==> config.mk <==
export PLATFORM = sky130hd
export DESIGN_NAME = pipeline_interlock
export DESIGN_NICKNAME = d
export VERILOG_FILES = /design/src/rtl/pipeline_interlock.sv
export SDC_FILE = /design/constraint.sdc
export NUM_CORES = 1
export LEC_CHECK = 0
export BUFFER_PORTS_ARGS = -buffer_cell sky130_fd_sc_hd__buf_4
export CAP_MARGIN = 20
export CORE_ASPECT_RATIO = 1.1
export CORE_MARGIN = 3
export CORE_UTILIZATION = 51
export DETAILED_ROUTE_END_ITERATION = 10
export PLACE_DENSITY = 0.83
export SLEW_MARGIN = 20
export SYNTH_ARGS = -nofsm -noshare
export SYNTH_HDL_FRONTEND = slang
export SYNTH_SLANG_ARGS = --single-unit
==> constraint.sdc <==
create_clock -name clk -period 2.7 [get_ports clk]
set_clock_uncertainty 0.05 [all_clocks]
set_input_delay 0.405 -clock clk [delete_from_list [all_inputs] [get_ports clk]]
set_output_delay 0.405 -clock clk [all_outputs]
set_load 0.05 [all_outputs]
==> src/rtl/pipeline_interlock.sv <==
// Stall/flush controller beside decode: tracks in-flight register writers and drives
// stall, flush, bubble and PC-select controls. Optional counters: INTERLOCK_PERF_EN.
module pipeline_interlock #(
  parameter int unsigned NREG         = 32,
  parameter int unsigned FLUSH_CYCLES = 2,
  parameter int unsigned CNT_W        = 32
) (
  input  logic            clk,
  input  logic            reset,
  input  logic            d_valid,
  input  logic [4:0]      d_rs_a,
  input  logic [4:0]      d_rt_a,
  input  logic [4:0]      d_rd_a,
  input  logic            d_uses_rs,
  input  logic            d_uses_rt,
  input  logic            d_writes,
  input  logic            d_is_jump,
  input  logic            e_branch_taken,
  input  logic            wb_write,
  input  logic [4:0]      wb_dst,
  output logic            f_stall,
  output logic            d_stall,
  output logic            d_flush,
  output logic            e_bubble,
  output logic [1:0]      pc_sel,
  output logic [NREG-1:0] pending
`ifdef INTERLOCK_PERF_EN
  ,
  output logic [CNT_W-1:0] stall_cycles,
  output logic [CNT_W-1:0] flush_cycles
`endif
);

  localparam logic [1:0] StRun   = 2'd0;
  localparam logic [1:0] StStall = 2'd1;
  localparam logic [1:0] StFlush = 2'd2;

  localparam logic [1:0] PcSeq    = 2'd0;
  localparam logic [1:0] PcJump   = 2'd1;
  localparam logic [1:0] PcBranch = 2'd2;

  logic [1:0]      state_q, state_d;
  logic [1:0]      cnt_q, cnt_d;
  logic [NREG-1:0] pending_q, pending_d;

  logic clr_rs, clr_rt, clr_rd;
  logic raw, waw, hazard, in_flush, issue;

  // A writeback to the same register this cycle satisfies the dependency via decode bypass.
  assign clr_rs = wb_write && (wb_dst == d_rs_a) && (d_rs_a != 5'd0);
  assign clr_rt = wb_write && (wb_dst == d_rt_a) && (d_rt_a != 5'd0);
  assign clr_rd = wb_write && (wb_dst == d_rd_a) && (d_rd_a != 5'd0);

  assign raw = d_valid &&
               ((d_uses_rs && (d_rs_a != 5'd0) && pending_q[d_rs_a] && !clr_rs) ||
                (d_uses_rt && (d_rt_a != 5'd0) && pending_q[d_rt_a] && !clr_rt));
  assign waw = d_valid && d_writes && (d_rd_a != 5'd0) && pending_q[d_rd_a] && !clr_rd;

  assign hazard   = raw || waw;
  assign in_flush = (state_q == StFlush);
  assign issue    = d_valid && !hazard && !e_branch_taken && !in_flush;

  always_comb begin
    f_stall  = 1'b0;
    d_stall  = 1'b0;
    d_flush  = 1'b0;
    e_bubble = !issue;
    pc_sel   = PcSeq;
    state_d  = StRun;
    cnt_d    = cnt_q;
    // A branch arriving while already flushing is a protocol error and is dropped.
    if (in_flush) begin
      d_flush  = 1'b1;
      e_bubble = 1'b1;
      if (cnt_q <= 2'd1) begin
        state_d = StRun;
        cnt_d   = 2'd0;
      end else begin
        state_d = StFlush;
        cnt_d   = cnt_q - 2'd1;
      end
    end else if (e_branch_taken) begin
      pc_sel   = PcBranch;
      d_flush  = 1'b1;
      e_bubble = 1'b1;
      cnt_d    = 2'(FLUSH_CYCLES - 1);
      state_d  = (FLUSH_CYCLES > 1) ? StFlush : StRun;
    end else if (hazard) begin
      f_stall  = 1'b1;
      d_stall  = 1'b1;
      e_bubble = 1'b1;
      state_d  = StStall;
    end else if (issue && d_is_jump) begin
      pc_sel  = PcJump;
      d_flush = 1'b1;
    end
  end

  // Clear before set so a new writer to the retiring register keeps its bit.
  always_comb begin
    pending_d = pending_q;
    if (wb_write && (wb_dst != 5'd0)) pending_d[wb_dst] = 1'b0;
    if (issue && d_writes && (d_rd_a != 5'd0)) pending_d[d_rd_a] = 1'b1;
    pending_d[0] = 1'b0;
  end

  always_ff @(posedge clk or negedge reset) begin
    if (!reset) begin
      state_q   <= StRun;
      cnt_q     <= 2'd0;
      pending_q <= '0;
    end else begin
      state_q   <= state_d;
      cnt_q     <= cnt_d;
      pending_q <= pending_d;
    end
  end

  assign pending = pending_q;

`ifdef INTERLOCK_PERF_EN
  logic [CNT_W-1:0] stall_cnt_q, stall_cnt_d;
  logic [CNT_W-1:0] flush_cnt_q, flush_cnt_d;

  always_comb begin
    stall_cnt_d = stall_cnt_q;
    flush_cnt_d = flush_cnt_q;
    if (f_stall && !(&stall_cnt_q)) stall_cnt_d = stall_cnt_q + CNT_W'(1);
    if (d_flush && !(&flush_cnt_q)) flush_cnt_d = flush_cnt_q + CNT_W'(1);
  end

  always_ff @(posedge clk or negedge reset) begin
    if (!reset) begin
      stall_cnt_q <= '0;
      flush_cnt_q <= '0;
    end else begin
      stall_cnt_q <= stall_cnt_d;
      flush_cnt_q <= flush_cnt_d;
    end
  end

  assign stall_cycles = stall_cnt_q;
  assign flush_cycles = flush_cnt_q;
`else
  logic unused_cnt_w;
  assign unused_cnt_w = ^CNT_W;
`endif

endmodule

==> results.md, run 1 <==
- Status: complete, but fails checks
- Violated checks: negative setup slack
- FILL cells: 462
- Routability cong.: 0.877
- Std-Cell Rows: 29
- Area of the multi-input gates: 2030 um^2
- Cell Area, Placed: 3690 um^2
- WP data required: 2250 ps
- Worst hold-check path type: input pin to asynchronous set/reset pin
- Synth Cell Area: 3080 um^2
- Die area: 7010 um^2
- Post-Layout Cell Count: 475
- Die Y: 87.5 um
- WL/cell: 20.8 um
- Actual slew at the worst max-slew pin: 659 ps
- Fin nets: 426
- Cell area after layout: 3860 um^2
- Peak VDD IR: 0.278 mV
- Worst R2R Start: pending[19]
- Clk pin slew, worst setup/hold paths: 70 ps
- Inst Count DP: 463
- Drt total wl: 9870 um
- Ant diodes: 0
- Hpwl dp: 7120 um
- Hold_ws: 6.83 ps
- Netlist cell types: 56
- Post-synth net total: 358
- Pin count of the biggest net entering global routing: 36
- Fin crit period: 2780 ps
- Cells after Synth: 329
- First-pass GRT wire length: 15400 um
- Flop2flop setup slack: 240 ps
- CP Class: flop to output port
- Vias in the first global route: 3004
- Total gr overflow: 0
- Syn_area_per_cell: 9.36 um^2
- Element type at the critical path start: flop
- CTS Sinks: 35
- Yosys warns: 0
- Initial antenna violation count: 0
- CTS buffer count: 5
- Maxcap violations: 0
- Worst Reg-to-Reg Cells: 9
- Clock tree buffer depth: 2
- CTS tree: built
- Die width: 80.1 um
- Fin crit share: 103%
- Proportion of layout cells with a drive suffix above 1: 45.7%
- Initial DRC count: 441
- P&R area growth vs syn: 25.5%
- Pre-antenna DRT Iters: 5
- RR Endpoint: pending[31]
- Crit path DAT: 2330 ps
- Worst Path Max Fanout: 5
- FF+latch area: 890 um^2
- Final ANT Viol Nets: 0
- RSZ-0062 raised after global routing: true
- Skew-Pair Late Insertion Delay: 290 ps
- Post-synthesis async set-or-reset flop share: 100%
- Clock root buffer: clkbuf_8
- Ys flop type: dfrtp_1
- Flops & latches, synth: 35
- H-tree depth: 2
- Setup Viol. Count Final: 4
- Leak: 1.56 nW
- Post-synthesis sequential area ratio: 28.4%
- Final worst slack: -84.8 ps
- Post-synth EDFFs: 0
- Cts hold-fix bufs: 0
- Final total power: 0.00163 W
- Final Hold Fails: 0
- Cell Pwr Density: 423 nW/um^2
- Via Count: 3103
- Fmax: 0.359 GHz
- Core Area: 5810 um^2
- Drt drc: 0
- Slew HR: 55.9%
- Initial Utilization: 53.1%
- Vias per inst: 6.53
- GRT Overall Usage: 29.1%
- Crit. End Element: output port
- I/O pin total: 67
- Max-slew violations: 0
- PortBufs: 65
==> flip-flops by register name, summed over array words and instances (netlist names) <==
signal,cells
cnt_q,2
pending,31
state_q,2
==> timing repair <==
item,4_1_cts,5_1_grt
pin swaps,5,4
hold endpoints to repair,0,0
setup endpoints to repair,5,5
setup buffers,2,2
gates resized for setup,9,8
==> metrics by stage <==
step	setup WS, ps	utilization, %	TNS [ps]
finish	-84.8	66.6	-246
global route	-169	66.6	-686
CTS	-143	65.9	-436
detailed placement	-37.6	63.5	-87.4
global placement	34.1	63.5	0
floorplan	19.4	-	0
==> cell usage after synthesis (all sizes together) (5+ instances only) <==
master,number,area share [%]
buf,22,5.2
clkbuf,8,0.97
dfrtp,35,28
inv,7,0.85
mux2,5,1.8
mux2i,7,2.3
mux4,18,13
nand2,40,5.1
nand3,5,0.81
nand3b,9,2.2
nor2,8,1.1
nor2b,5,1.0
nor3,31,5.0
o21ai,67,14
xor2,12,3.4
==> cells by family after synthesis <==
logic type             after synthesis  share of synthesized area, %
other                                1                         0.122
multiplexers                        30                          17.4
AO/OA/AOI/OAI                       90                          22.3
flip-flops                          35                          28.4
AND/OR/NAND/NOR                    120                          20.4
buffers and inverters               38                          7.15
XOR/XNOR                            15                          4.26
==> layout make-up <==
| type | instances | share of cell area, % |
|---|---|---|
| multi-input combinational | 256 | 52.6 |
| sequential | 35 | 23.0 |
| timing repair buffer | 91 | 19.0 |
| tap | 77 | 2.49 |
| clock buffer | 7 | 1.97 |
| inverter | 8 | 0.777 |
| clock inverter | 1 | 0.129 |
==> layout by cell type (no fill, tap or decap), drive strengths merged, types with 2 or more instances in the layout <==
cell type   n
o221ai      3
mux2i       7
o21ai      67
clkbuf      7
nor4        3
or3         2
nand2      40
inv         7
o22ai       3
mux2        5
nand2b      3
dfrtp      35
nor3       31
xnor2       3
nor2        8
clkinv      2
nand3b      9
xor2       12
mux4       18
nor3b       2
or4         2
nand3       5
buf        91
nor2b       5
a31oi       3
a211oi      2
or3b        4
==> metal layers <==
metal / global-route usage (%) / part of all wire, %
met5: 0 / 0
met4: 14.7 / 4.5
met3: 5.28 / 9.1
met1: 36.3 / 38
met2: 48.4 / 48
==> where the power goes <==
| part | switching, W | leakage (nW) | internal [W] | total [W] |
|---|---|---|---|---|
| Clock | 0.000189 | 0.0422 | 0.000181 | 0.000370 |
| Combinational | 0.000400 | 1.05 | 0.000242 | 0.000642 |
| Sequential | 0.0000562 | 0.460 | 0.000566 | 0.000623 |
| Total | 0.000645 | 1.56 | 0.000989 | 0.00163 |
==> worst max-delay path by stage <==
| stage | cells past startpoint | to | startpoint | slack [ps] |
|---|---|---|---|---|
| 2_1_floorplan | 6 | e_bubble | pending[22] | 20 |
| 6_report | 6 | f_stall | pending[15] | -80 |
| 3_3_place_gp | 8 | d_stall | d_rd_a[0] | 30 |
| 5_1_grt | 7 | f_stall | pending[11] | -170 |
| 3_5_place_dp | 9 | f_stall | d_rt_a[2] | -40 |
| 4_1_cts | 7 | f_stall | pending[14] | -140 |
==> critical path, cell delays in order, from the launching register on <==
cell and delay (ps):
dfrtp_2 440, mux4_2 490, a311o_1 400, o221ai_4 240
nand3_2 130, and2_4 190, buf_6 150
Power figures use the tool's default switching activity.
==> run 2, diff against run 1 <==
Settings changed: CAP_MARGIN 20 to 10, CORE_MARGIN 3 to default.
==> run 2 against run 1 <==
  * The flow still finishes with violations (negative setup slack)
  * Worst hold slack gained 4.9 ps
  * Clock power rose by 37%
  * Clock-buffer cell count down 1
  * First-iteration DRC count shrank 22%
  * Final cell count up 1.3%
  * Non-clock buffer count up 6
  * Total power rose by 8.7%
  * Die area down 9.3%
  * Critical path type unchanged
==> results.md, run 2 (same netlist as run 1, synthesis figures left out) <==
- FF+latch area: 888 um^2
- Actual slew at the worst max-slew pin: 534 ps
- RR Endpoint: pending[31]
- PortBufs: 65
- CTS buffer count: 5
- Core Area: 5810 um^2
- WL/cell: 20.5 um
- I/O pin total: 67
- Initial Utilization: 53.1%
- Die area: 6360 um^2
- Most frequent cells in the layout: buf_4 (86), nand2_1 (39), o21ai_0 (36)
- Total gr overflow: 0
- Skew-Pair Late Insertion Delay: 300 ps
- Initial antenna violation count: 0
- GR peak layer: met2
- Cell area after layout: 3940 um^2
- RSZ-0062 raised after global routing: true
- Die Y: 83.5 um
- Final total power: 0.00178 W
- Flop2flop setup slack: 220 ps
- Crit path DAT: 2370 ps
- Slew HR: 64.4%
- Cell Area, Placed: 3710 um^2
- Pre-antenna DRT Iters: 5
- Worst hold-check path type: input pin to asynchronous set/reset pin
- Clk pin slew, worst setup/hold paths: 80 ps
- GRT Overall Usage: 31.2%
- Maxcap violations: 0
- Pin count of the biggest net entering global routing: 36
- Clock root buffer: clkbuf_8
- Worst R2R Start: pending[23]
- Final worst slack: -125 ps
- Ant diodes: 0
- CTS Sinks: 35
- Worst Reg-to-Reg Cells: 10
- Std-Cell Rows: 29
- Commonest non-fill, non-tap cell in the layout: buf_4
- Fmax: 0.354 GHz
- Status: complete, but fails checks
- Hpwl dp: 6820 um
- WP data required: 2250 ps
- Fin nets: 432
- GR Util met3: 4.70%
- Hold_ws: 11.7 ps
- Routing usage on met1: 39.4%
- Setup Viol. Count Final: 5
- Peak VDD IR: 0.244 mV
- Max reg flops: 31
- Worst Path Max Fanout: 5
- Critical path origin: pending[14]
- First-pass GRT wire length: 15300 um
- Element type at the critical path start: flop
- Vias in the first global route: 2987
- Pre-CTS setup slack: 15.5 ps
- Violated checks: negative setup slack
- P&R area growth vs syn: 27.8%
- Final ANT Viol Nets: 0
- Final Hold Fails: 0
- Proportion of layout cells with a drive suffix above 1: 46.8%
- M2 GR Usage: 53.5%
- Vias per inst: 6.62
- Via Count: 3183
- Drt drc: 0
- Crit. End Element: output port
- Initial DRC count: 346
- CTS tree: built
- Cell Pwr Density: 451 nW/um^2
- Die width: 76.1 um
- Fin crit share: 105%
- H-tree depth: 2
- Fin crit period: 2830 ps
- FILL cells: 466
- Clock tree buffer depth: 2
- CP Class: flop to output port
- Leak: 1.61 nW
- Routability cong.: 0.896
- Max-slew violations: 0
- Area of the multi-input gates: 2010 um^2
- Drt total wl: 9840 um
run 2: worst max-delay path by stage:
stage	endpoint	cells after the start
final	d_flush	7
after global routing	d_flush	7
after CTS	d_stall	7
after detailed placement	d_flush	9
after global placement	d_flush	9
after floorplan	e_bubble	6
run 2: per-layer routing:
| layer | vias up | share of wire [%] |
|---|---|---|
| li1 | 1365 | - |
| met1 | 1550 | 38 |
| met2 | 227 | 50 |
| met4 | 0 | 3.7 |
| met3 | 41 | 9.2 |
| met5 | - | 0 |
run 2: power by group:
part	internal, W	total (W)	switching [W]
Clock	0.000299	0.000506	0.000207
Sequential	0.000566	0.000619	0.0000528
Combinational	0.000250	0.000653	0.000403
Total	0.00111	0.00178	0.000663
run 2: final cells by class:
cell class | instances | area share (%)
multi-input cells | 256 | 51.2
clock inverters | 2 | 0.890
well taps | 77 | 2.45
inverters | 8 | 0.763
repair buffers | 97 | 20.1
clock buffers | 6 | 2.10
flip-flops and latches | 35 | 22.6
run 2: critical path: stages (launching register included):
cell and delay [ps]:
dfrtp_2 450, mux4_2 480, a311o_1 380, o221ai_2 230, buf_4 180, nand2_4 60
o21ai_2 120, buf_6 170
run 2: timing repair:
| item | CTS | global route |
|---|---|---|
| buffers inserted | 3 | 4 |
| gates resized for setup | 6 | 10 |
| hold buffers | 0 | 0 |
| setup endpoints to repair | 5 | 5 |
| pin swaps | 6 | 4 |
run 2: through the flow:
stage / TNS [ps] / util [%] / cells
final: -388 / 67.8 / 481
after global routing: -522 / 67.8 / 481
after CTS: -351 / 66.6 / 477
after detailed placement: 0 / 63.9 / 466
after global placement: 0 / 63.9 / 466
after floorplan: 0 / - / 329
==> run 3, diff against run 2 <==
Settings changed: CORE_MARGIN from default to 5, TNS_END_PERCENT from default to 50.
==> run 3 against run 2 <==
  * Worst setup slack improved by 27 ps
  * Critical path type unchanged
  * Total power fell by 7.7%
  * Sequential power barely moved
  * Clock power fell by 26%
  * Sequential cell count did not move
  * Sequential share of layout area rose by 0.42 points
  * The run still ends with negative setup slack left
  * Non-clock buffer count did not move
  * Largest power group unchanged
  * Via count fell by 1.4%
  * First-iteration DRC count rose by 3.5%
  * Core utilization fell by 0.97 points
  * Maximum frequency rose by 0.97%
  * Global-route usage fell by 5.5 points
==> results.md, run 3 (same netlist as run 1, synthesis figures left out) <==
- Status: complete, but fails checks
- Violated checks: negative setup slack
- Via Count: 3138
- Maxcap violations: 0
- Die area: 7700 um^2
- Proportion of layout cells with a drive suffix above 1: 46.5%
- Core Area: 5810 um^2
- Cell area after layout: 3880 um^2
- Worst hold-check path type: input pin to asynchronous set/reset pin
- Initial Utilization: 53.1%
- H-tree depth: 2
- Clock root buffer: clkbuf_8
- PortBufs: 65
- Initial antenna violation count: 0
- Inst Count DP: 467
- Ant diodes: 0
- Element type at the critical path start: flop
- Routability cong.: 0.899
- WP data required: 2250 ps
- Clock tree buffer depth: 2
- CTS buffer count: 5
- Fin crit share: 104%
- Final ANT Viol Nets: 0
- Setup Viol. Count Final: 5
- Leak: 1.57 nW
- Total gr overflow: 0
- Cell Area, Placed: 3720 um^2
- First-pass GRT wire length: 15800 um
- Peak VDD IR: 0.211 mV
- Pin count of the biggest net entering global routing: 36
- Commonest non-fill, non-tap cell in the layout: buf_4
- RSZ-0062 raised after global routing: true
- Slew HR: 61.4%
- GRT Overall Usage: 25.7%
- FF+latch area: 892 um^2
- Final Hold Fails: 0
- Worst Path Max Fanout: 4
- Fin nets: 432
- Post-Layout Cell Count: 481
- Pre-antenna DRT Iters: 5
- Drt total wl: 10000 um
- I/O pin total: 67
- Fin crit period: 2800 ps
- CTS Sinks: 35
- Std-Cell Rows: 29
- Fmax: 0.357 GHz
- Crit. End Element: output port
- Die Y: 91.5 um
- Actual slew at the worst max-slew pin: 578 ps
- Vias per inst: 6.52
- Area of the multi-input gates: 2010 um^2
- Cell Pwr Density: 423 nW/um^2
- Vias in the first global route: 3076
- FILL cells: 467
- Hpwl dp: 7310 um
- WL/cell: 20.8 um
- Final worst slack: -98.1 ps
- Initial DRC count: 358
- Die width: 84.1 um
- Most frequent cells in the layout: buf_4 (89), nand2_1 (39), o21ai_0 (35)
- Drt drc: 0
- CTS tree: built
- Setup tns final: -230 ps
- Max-slew violations: 0
- Skew-Pair Late Insertion Delay: 290 ps
- CP Class: flop to output port
- Final Util: 66.9%
- Max reg flops: 31
- P&R area growth vs syn: 26.0%
- Clk pin slew, worst setup/hold paths: 70 ps
- Crit path DAT: 2340 ps
==> run 3: cell types whose count changed in the layout (fill, tap and decap cells not counted), sizes merged <==
cell / before / now
bufinv: 1 / 0
clkbuf: 6 / 7
==> run 3: final timing paths <==
| kind | depth (start not counted) | slack, ps | startpoint | end |
|---|---|---|---|---|
| min in group clk | 3 | 370 | e_branch_taken | cnt_q[0] |
| worst max-delay path | 9 | -100 | pending[16] | d_flush |
| worst min register to register | 1 | 460 | cnt_q[1] | cnt_q[1] |
| max in group asynchronous | 1 | 2230 | reset | pending[7] |
| worst min-delay path | 1 | 10 | reset | pending[8] |
| worst max register to register | 9 | 210 | pending[19] | pending[31] |
==> run 3: cell type report <==
type	count	area share, %
inverter	8	0.774
timing repair buffer	97	20.0
clock inverter	1	0.129
sequential	35	23.0
multi-input combinational	256	51.7
tap	77	2.48
clock buffer	7	1.97
==> run 3: report_power, final <==
part           internal (W)  switching, W  leakage [nW]  total (W)
Clock              0.000181      0.000191        0.0422   0.000372
Sequential         0.000567     0.0000528         0.457   0.000620
Combinational      0.000248      0.000402          1.07   0.000649
==> run 3: repair_timing <==
| action | CTS | global route |
|---|---|---|
| gates cloned | 0 | 0 |
| pin swaps | 4 | 4 |
| resized for setup | 5 | 9 |
| setup endpoints to repair | 5 | 5 |
| setup buffers | 1 | 5 |
| hold buffers | 0 | 0 |
==> run 3: layer usage <==
layer	global-route usage [%]	wire [um]	vias to the layer above
met1	32.7	3860	1527
met2	41.6	4860	202
li1	-	-	1368
met5	0	0	-
met3	6.06	937	41
met4	11.1	353	0
==> run 3: critical path, cell delays in order (launching register included) <==
cell and delay [ps]:
dfrtp_1 420, buf_4 170, mux4_2 450, nor2_1 100, a211oi_1 70, o221ai_2 290
buf_4 180, nand2_4 60, o21ai_2 130, buf_6 170
==> run 3: per-stage QoR <==
step | worst slack, ps | total power, W | hold WS, ps
2_1_floorplan | 19.4 | 0.00103 | 59.4
3_3_place_gp | -4.18 | 0.00124 | 332
3_5_place_dp | -23.5 | 0.00125 | 340
4_1_cts | -121 | 0.00162 | 26.4
5_1_grt | -182 | 0.00169 | 54.3
6_report | -98.1 | 0.00164 | 12.8
